<file path="config.mk">
export PLATFORM = sky130hd
export DESIGN_NAME = tile_read_streamer_flat
export DESIGN_NICKNAME = d
export VERILOG_FILES = /design/src/rtl/tile_read_streamer_if.sv /design/src/rtl/tile_read_streamer.sv /design/src/flat_wrapper.sv
export SDC_FILE = /design/constraint.sdc
export NUM_CORES = 1
export LEC_CHECK = 0
export BUFFER_PORTS_ARGS = -buffer_cell sky130_fd_sc_hd__buf_2
export CAP_MARGIN = 20
export CORE_MARGIN = 2
export CORE_UTILIZATION = 52
export DETAILED_ROUTE_END_ITERATION = 12
export PLACE_DENSITY_LB_ADDON = 0.08
export SLEW_MARGIN = 30
export SYNTH_ARGS = -nofsm -noshare
export SYNTH_HDL_FRONTEND = slang
export SYNTH_SLANG_ARGS = --single-unit
export TNS_END_PERCENT = 20
</file>
<file path="constraint.sdc">
create_clock -name clk_i -period 4.1 [get_ports clk_i]
set_input_delay 0.41 -clock clk_i [delete_from_list [all_inputs] [get_ports clk_i]]
set_output_delay 0.41 -clock clk_i [all_outputs]
set_load 0.005 [all_outputs]
</file>
<file path="src/rtl/tile_read_streamer_if.sv">
// Scratchpad read-port bus plus the valid/ready beat stream toward the PE array.
// Purely structural: no logic, so it adds no latency and no backpressure of its own.
interface tile_read_streamer_if #(
  parameter int DataWidth = 8,
  parameter int NumPorts  = 4,
  parameter int AddrWidth = 12
);
  logic        [NumPorts-1:0][AddrWidth-1:0] mem_addr_o;
  logic        [NumPorts-1:0]                mem_we_o;
  logic        [NumPorts-1:0][DataWidth-1:0] mem_wr_data_o;
  logic signed [NumPorts-1:0][DataWidth-1:0] mem_rd_data_i;
  logic                                      out_valid_o;
  logic                                      out_ready_i;
  logic signed [NumPorts-1:0][DataWidth-1:0] out_data_o;

  modport master (
    output mem_addr_o, mem_we_o, mem_wr_data_o,
    input  mem_rd_data_i,
    output out_valid_o,
    input  out_ready_i,
    output out_data_o
  );

  modport slave (
    input  mem_addr_o, mem_we_o, mem_wr_data_o,
    output mem_rd_data_i,
    input  out_valid_o,
    output out_ready_i,
    input  out_data_o
  );
endinterface

</file>
<file path="src/rtl/tile_read_streamer.sv">
// Strided multi-port scratchpad reader: first beat 2 cycles after start, then 1 beat/cycle.
// Output register holds beat and stalls address walk while out_ready_i is low.
module tile_read_streamer #(
  parameter int DataWidth  = 8,
  parameter int NumPorts   = 4,
  parameter int AddrWidth  = 12,
  parameter int CountWidth = 8
) (
  input  logic                  clk_i,
  input  logic                  rst_ni,
  input  logic                  start_i,
  input  logic [AddrWidth-1:0]  base_addr_i,
  input  logic [AddrWidth-1:0]  stride_i,
  input  logic [CountWidth-1:0] num_beats_i,
  output logic                  busy_o,
  output logic                  done_o,
  tile_read_streamer_if.master  io
);

  typedef enum logic [1:0] {IDLE, RUN, DRAIN} state_e;

  state_e                                    state_q;
  logic        [AddrWidth-1:0]               beat_addr_q;
  logic        [AddrWidth-1:0]               stride_q;
  logic        [CountWidth-1:0]              remaining_q;
  logic                                      out_valid_q;
  logic                                      done_q;
  logic signed [NumPorts-1:0][DataWidth-1:0] out_data_q;
  logic                                      can_load;

  // The output register may refill on the same edge it hands a beat off.
  assign can_load = !out_valid_q || io.out_ready_i;

  always_ff @(posedge clk_i or negedge rst_ni) begin
    if (!rst_ni) begin
      state_q     <= IDLE;
      beat_addr_q <= '0;
      stride_q    <= '0;
      remaining_q <= '0;
      out_valid_q <= 1'b0;
      done_q      <= 1'b0;
      out_data_q  <= '0;
    end else begin
      done_q <= 1'b0;
      case (state_q)
        IDLE: begin
          if (start_i) begin
            if (num_beats_i != '0) begin
              beat_addr_q <= base_addr_i;
              stride_q    <= stride_i;
              remaining_q <= num_beats_i;
              state_q     <= RUN;
            end else begin
              done_q <= 1'b1;
            end
          end
        end
        RUN: begin
          if (can_load) begin
            out_data_q  <= io.mem_rd_data_i;
            out_valid_q <= 1'b1;
            beat_addr_q <= beat_addr_q + stride_q;
            remaining_q <= remaining_q - 1'b1;
            if (remaining_q == CountWidth'(1)) begin
              state_q <= DRAIN;
            end
          end
        end
        DRAIN: begin
          if (out_valid_q && io.out_ready_i) begin
            out_valid_q <= 1'b0;
            done_q      <= 1'b1;
            state_q     <= IDLE;
          end
        end
        default: state_q <= IDLE;
      endcase
    end
  end

  // Port p reads the word p places above the beat address, wrapping modulo 2^AddrWidth.
  always_comb begin
    for (int p = 0; p < NumPorts; p++) begin
      io.mem_addr_o[p] = beat_addr_q + AddrWidth'(p);
    end
  end

  assign io.mem_we_o      = '0;
  assign io.mem_wr_data_o = '0;
  assign io.out_valid_o   = out_valid_q;
  assign io.out_data_o    = out_data_q;
  assign busy_o           = (state_q != IDLE);
  assign done_o           = done_q;

endmodule
</file>
<file path="src/flat_wrapper.sv">
// flat-port wrapper written by rule: the top's interface ports become plain ports
module tile_read_streamer_flat 
#(
  parameter int DataWidth  = 8,
  parameter int NumPorts   = 4,
  parameter int AddrWidth  = 12,
  parameter int CountWidth = 8
)
  (clk_i, rst_ni, start_i, base_addr_i, stride_i, num_beats_i, busy_o, done_o, io_mem_addr_o, io_mem_we_o, io_mem_wr_data_o, io_mem_rd_data_i, io_out_valid_o, io_out_ready_i, io_out_data_o);
  tile_read_streamer_if #(.DataWidth(DataWidth), .NumPorts(NumPorts), .AddrWidth(AddrWidth)) io_i ();
  input  logic clk_i;
  input  logic rst_ni;
  input  logic start_i;
  input  logic [AddrWidth-1:0] base_addr_i;
  input  logic [AddrWidth-1:0] stride_i;
  input  logic [CountWidth-1:0] num_beats_i;
  output logic busy_o;
  output logic done_o;
  output wire logic [$bits(io_i.mem_addr_o)-1:0] io_mem_addr_o;
  output wire logic [$bits(io_i.mem_we_o)-1:0] io_mem_we_o;
  output wire logic [$bits(io_i.mem_wr_data_o)-1:0] io_mem_wr_data_o;
  input wire logic [$bits(io_i.mem_rd_data_i)-1:0] io_mem_rd_data_i;
  output wire logic [$bits(io_i.out_valid_o)-1:0] io_out_valid_o;
  input wire logic [$bits(io_i.out_ready_i)-1:0] io_out_ready_i;
  output wire logic [$bits(io_i.out_data_o)-1:0] io_out_data_o;
  assign io_mem_addr_o = io_i.mem_addr_o;
  assign io_mem_we_o = io_i.mem_we_o;
  assign io_mem_wr_data_o = io_i.mem_wr_data_o;
  assign io_i.mem_rd_data_i = io_mem_rd_data_i;
  assign io_out_valid_o = io_i.out_valid_o;
  assign io_i.out_ready_i = io_out_ready_i;
  assign io_out_data_o = io_i.out_data_o;
  tile_read_streamer #(.DataWidth(DataWidth), .NumPorts(NumPorts), .AddrWidth(AddrWidth), .CountWidth(CountWidth)) u_core (.clk_i(clk_i), .rst_ni(rst_ni), .start_i(start_i), .base_addr_i(base_addr_i), .stride_i(stride_i), .num_beats_i(num_beats_i), .busy_o(busy_o), .done_o(done_o), .io(io_i));
endmodule
</file>
# Word-level counts from Yosys, hierarchy flattened

Cells that the tools add are included.

Register bits after elaboration: 68
Bits of input ports: 68
Output and inout port bits: 119
Logic and storage cells: 57

$add $sub $neg: 5
Equality and inequality tests: 8
Mux-type cells: 21
Reduce and logical (&&, ||, !) cells: 13

Operator list:

| operator              | count |
|---|---|
| $mux 12               | 3 |
| $add 12x2->12 const B | 2 |
| $mux 8                | 3 |
| $pmux 12 s2           | 1 |
| $pmux 8 s2            | 1 |
| $add 12x1->12 const B | 1 |
| $add 12x12->12        | 1 |
| $mux 2                | 5 |
| $eq 8x1->1 const B    | 1 |
| $ne 2x1->1 const B    | 4 |
| $reduce_bool 8->1     | 1 |
| $sub 8x1->8 const B   | 1 |
| $pmux 2 s3            | 1 |
| $reduce_and 3->1      | 2 |
| $reduce_bool 2->1     | 3 |
| $mux 1                | 5 |
| $reduce_and 5->1      | 1 |
| $pmux 1 s2            | 2 |
| $reduce_and 4->1      | 1 |
| $eq 2x1->1 const B    | 1 |
| $eq 2x2->1 const B    | 1 |
| $logic_not 2->1       | 1 |
| $ne 2x2->1 const B    | 1 |
| $reduce_and 2->1      | 1 |
| other kinds (3)       | 3 |

# Logic depth before layout (Yosys ltp)

Depth after elaboration: 4
Depth in mapped cells: 9
Mapped depth without buffers: 9

# Worst setup path after synthesis

No wires, ideal clock.

Path kind: flip-flop to flip-flop
Start: register u_core.beat_addr_q[0]
End: register u_core.beat_addr_q[8]
Library setup time: 123 ps
Arrival: 2061 ps
Data required time: 3977 ps
Setup slack: 1916 ps
Stages on the path, launching flop included: 10
Buffers on the path: 0
Period minus slack after synthesis: 2184 ps
Cells stage by stage: dfrtp_1 ha_1 inv_1 fa_1 nor2b_1 o31a_1 o21ai_0 a211oi_1 mux2i_1 nor3_2

Longest elaborated chain between the ends: 3

Ends and longest elaborated chain:

| element                | RTL line                 | source |
|---|---|---|
| from (decl)            | tile_read_streamer.sv:23 | `logic [AddrWidth-1:0] beat_addr_q;` |
| from (signal assigned) | tile_read_streamer.sv:49 | `beat_addr_q <= base_addr_i;` |
| from (signal assigned) | tile_read_streamer.sv:62 | `beat_addr_q <= beat_addr_q + stride_q;` |
| $add 12x12->12         | tile_read_streamer.sv:62 |  |
| $mux 12                | tile_read_streamer.sv:59 | `if (can_load) begin` |
| $pmux 12 s2            | tile_read_streamer.sv:45 | `case (state_q)` |

Every way passes these cells. The select of a mux whose other input is x is not followed.
A chain may end at the register's enable or synchronous reset.

# Worst setup path after layout

Ends and elaborated chain as after synthesis.

==> flow_metrics.env <==
export IMPL_status="completed"
export IMPL_insertion_delay_ps=340
export IMPL_area_growth_pct=21.1
export IMPL_die_w_um=94.2
export IMPL_yosysTopAreaCellShare=0.402
export IMPL_utilization=0.656
export IMPL_powerDensity_nw_per_um2=753
export IMPL_cts_sinks=68
export IMPL_first_pass_iters=4
export IMPL_portBuffers=150
export IMPL_drtIter0Drc=111
export IMPL_r2r_end="u_core.beat_addr_q[8]"
export IMPL_tritoncts="built"
export IMPL_peakVddDrop_v=0.000359
export IMPL_placed_area_um2=4860
export IMPL_grt_pass1_vias=3226
export IMPL_num_rows=32
export IMPL_synth_edf_count=0
export IMPL_cts_setup_buffers=0
export IMPL_crit_arrival_ps=2860
export IMPL_grt_usage=0.221
export IMPL_die_area_um2=8870
export IMPL_drt_wl_total_um=9650
export IMPL_post_dp_hpwl_um=7390
export IMPL_drive_gt1_frac=0.383
export IMPL_place_ws_ps=1320
export IMPL_grt_max_degree=36
export IMPL_worstReg2RegStart="u_core.beat_addr_q[0]"
export IMPL_cts_hold_buf=0
export IMPL_grt_overflow=0
export IMPL_hold_viol=0
export IMPL_via_count=3474
export IMPL_start_kind="register"
export IMPL_fmax_mhz=380
export IMPL_drc=0
export IMPL_syn_area_um2=4230
export IMPL_ys_ff_latch=68
export IMPL_final_nets=655
export IMPL_ant_nets=0
export IMPL_slew_headroom=0.491
export IMPL_fillers=646
export IMPL_layout_common_cells="buf_2 (150), dfrtp_1 (68), mux2_2 (43)"
export IMPL_post_cts_resize_count=0
export IMPL_tns_ps=0
export IMPL_ys_seq_area_frac=0.402
export IMPL_required_ps=4330
export IMPL_setup_viol=0
export IMPL_skew_ps=8.56
export IMPL_yosysWarnings=0
export IMPL_ys_types=48
export IMPL_ios=187
export IMPL_critical_path_endpoint_type="register"
export IMPL_cts_max_level=3
export IMPL_stdcell_area_um2=5120
export IMPL_grt_pass1_wl_um=15200
export IMPL_worst_slack_ps=1470
export IMPL_numCtsBuffers=9
export IMPL_die_h_um=94.2
export IMPL_hp_class="in -> async"
export IMPL_layout_commonest_cell="buf_2"
export IMPL_clockBufferDepth=2
export IMPL_viasPerCell=5.14
export IMPL_rr_worst_depth=9
export IMPL_startpoint="u_core.beat_addr_q[0]"
export IMPL_crit_type="reg -> reg"
export IMPL_antenna_found_initial=0
export IMPL_rrSetupSlack_ps=1470
export IMPL_fin_crit_ps=2630
export IMPL_wire_per_inst_um=14.3
export IMPL_clk_pin_slew_ps=80
export IMPL_antenna_cells=0
export IMPL_finalCritPeriodShare=0.641
export IMPL_rsz0062_at_grt="no"
export IMPL_drv_slew=0
export IMPL_start_util=0.542
export IMPL_yosys_area_top_type="dfrtp_1"
export IMPL_synthTopCellsByArea="dfrtp_1 (40%), mux2_2 (11%), buf_4 (7.3%)"
export IMPL_async_flop_share=1.00
export IMPL_fin_total_pwr_mw=3.86
export IMPL_netlist_instances=431
export IMPL_maxCapViolations=0
export IMPL_crit_fanout=10
export IMPL_yosys_most_used_dff="dfrtp_1"
export IMPL_avgSynthCellArea_um2=9.81
export IMPL_gp_congestion=0.830
export IMPL_p_leak_nw=2.49
export IMPL_worstMarginPinSlew_ps=761
export IMPL_clockRootBuffer="clkbuf_8"
export IMPL_core_area_um2=7810
per-stage QoR:
stage	hold WS, ps	std cells
final	137	676
after floorplan	114	466
after global placement	483	660
after global routing	197	676
after CTS	163	676
after detailed placement	490	660
critical path, cell delays in order, from the launching register on:
cell and delay (ps):
dfrtp_1 570, ha_1 270, inv_1 70, fa_1 370, nor2b_1 190, o31a_1 210, o21ai_0 140, a211oi_1 380
mux2i_1 260, nor3_2 60
sequential cells by signal (all words and copies together) (netlist names):
name / cells
u_core.io.out_valid_o: 1
u_core.beat_addr_q: 12
u_core.io.out_data_o: 32
u_core.done_o: 1
u_core.stride_q: 12
u_core.remaining_q: 8
u_core.state_q: 2
final cells by class:
cell class	instances	area [um^2]	area share
timing repair buffer	153	773	0.151
clock buffer	11	151	0.0296
clock inverter	5	106	0.0208
multi-input combinational	325	2220	0.433
tap	102	128	0.0249
inverter	12	45.0	0.00879
sequential	68	1700	0.332
how the worst max path moves through the flow:
stage	endpoint	slack, ps
CTS	io_mem_addr_o[23]	1480
floorplan	u_core.beat_addr_q[8]	1920
global route	u_core.beat_addr_q[8]	1260
detailed placement	u_core.beat_addr_q[11]	1320
global placement	u_core.beat_addr_q[11]	1400
finish	u_core.beat_addr_q[8]	1470
routing by layer:
metal	share of wire	vias to the layer above	track usage
met5	0	-	0
met4	0.020	0	0.0978
met3	0.067	18	0.0474
met2	0.50	139	0.374
met1	0.41	1633	0.272
li1	-	1684	-
cells by family (layout without fill, tap and decap cells):
kind of cell / count (synthesis) / count (layout) / synth area share
muxes: 45 / 45 / 0.122
adders and majority gates: 18 / 18 / 0.0550
and+or+nand+nor: 118 / 118 / 0.137
DFF: 68 / 68 / 0.402
other: 1 / 36 / 0.000887
xor gates and xnor gates: 34 / 34 / 0.0704
AOI/OAI and AO/OA: 74 / 74 / 0.106
buffers and inverters: 73 / 181 / 0.106
cells in the mapped netlist, drive strengths merged (3+ instances only):
cell type / instances
buf: 49
nand4: 5
nor2: 33
nor2b: 5
and3: 4
dfrtp: 68
xnor2: 23
a211oi: 10
o21ai: 23
nand2b: 8
nand2: 30
a31oi: 3
a21oi: 25
inv: 12
ha: 17
xor2: 11
nand3b: 3
nand3: 10
nor3: 11
mux2: 43
clkbuf: 12
where the power goes:
part	internal, mW	total, mW	switching (mW)
logic	0.992	1.96	0.965
clock network	0.440	0.705	0.266
registers	0.902	1.19	0.293
(Power assumes the default switching activity.)
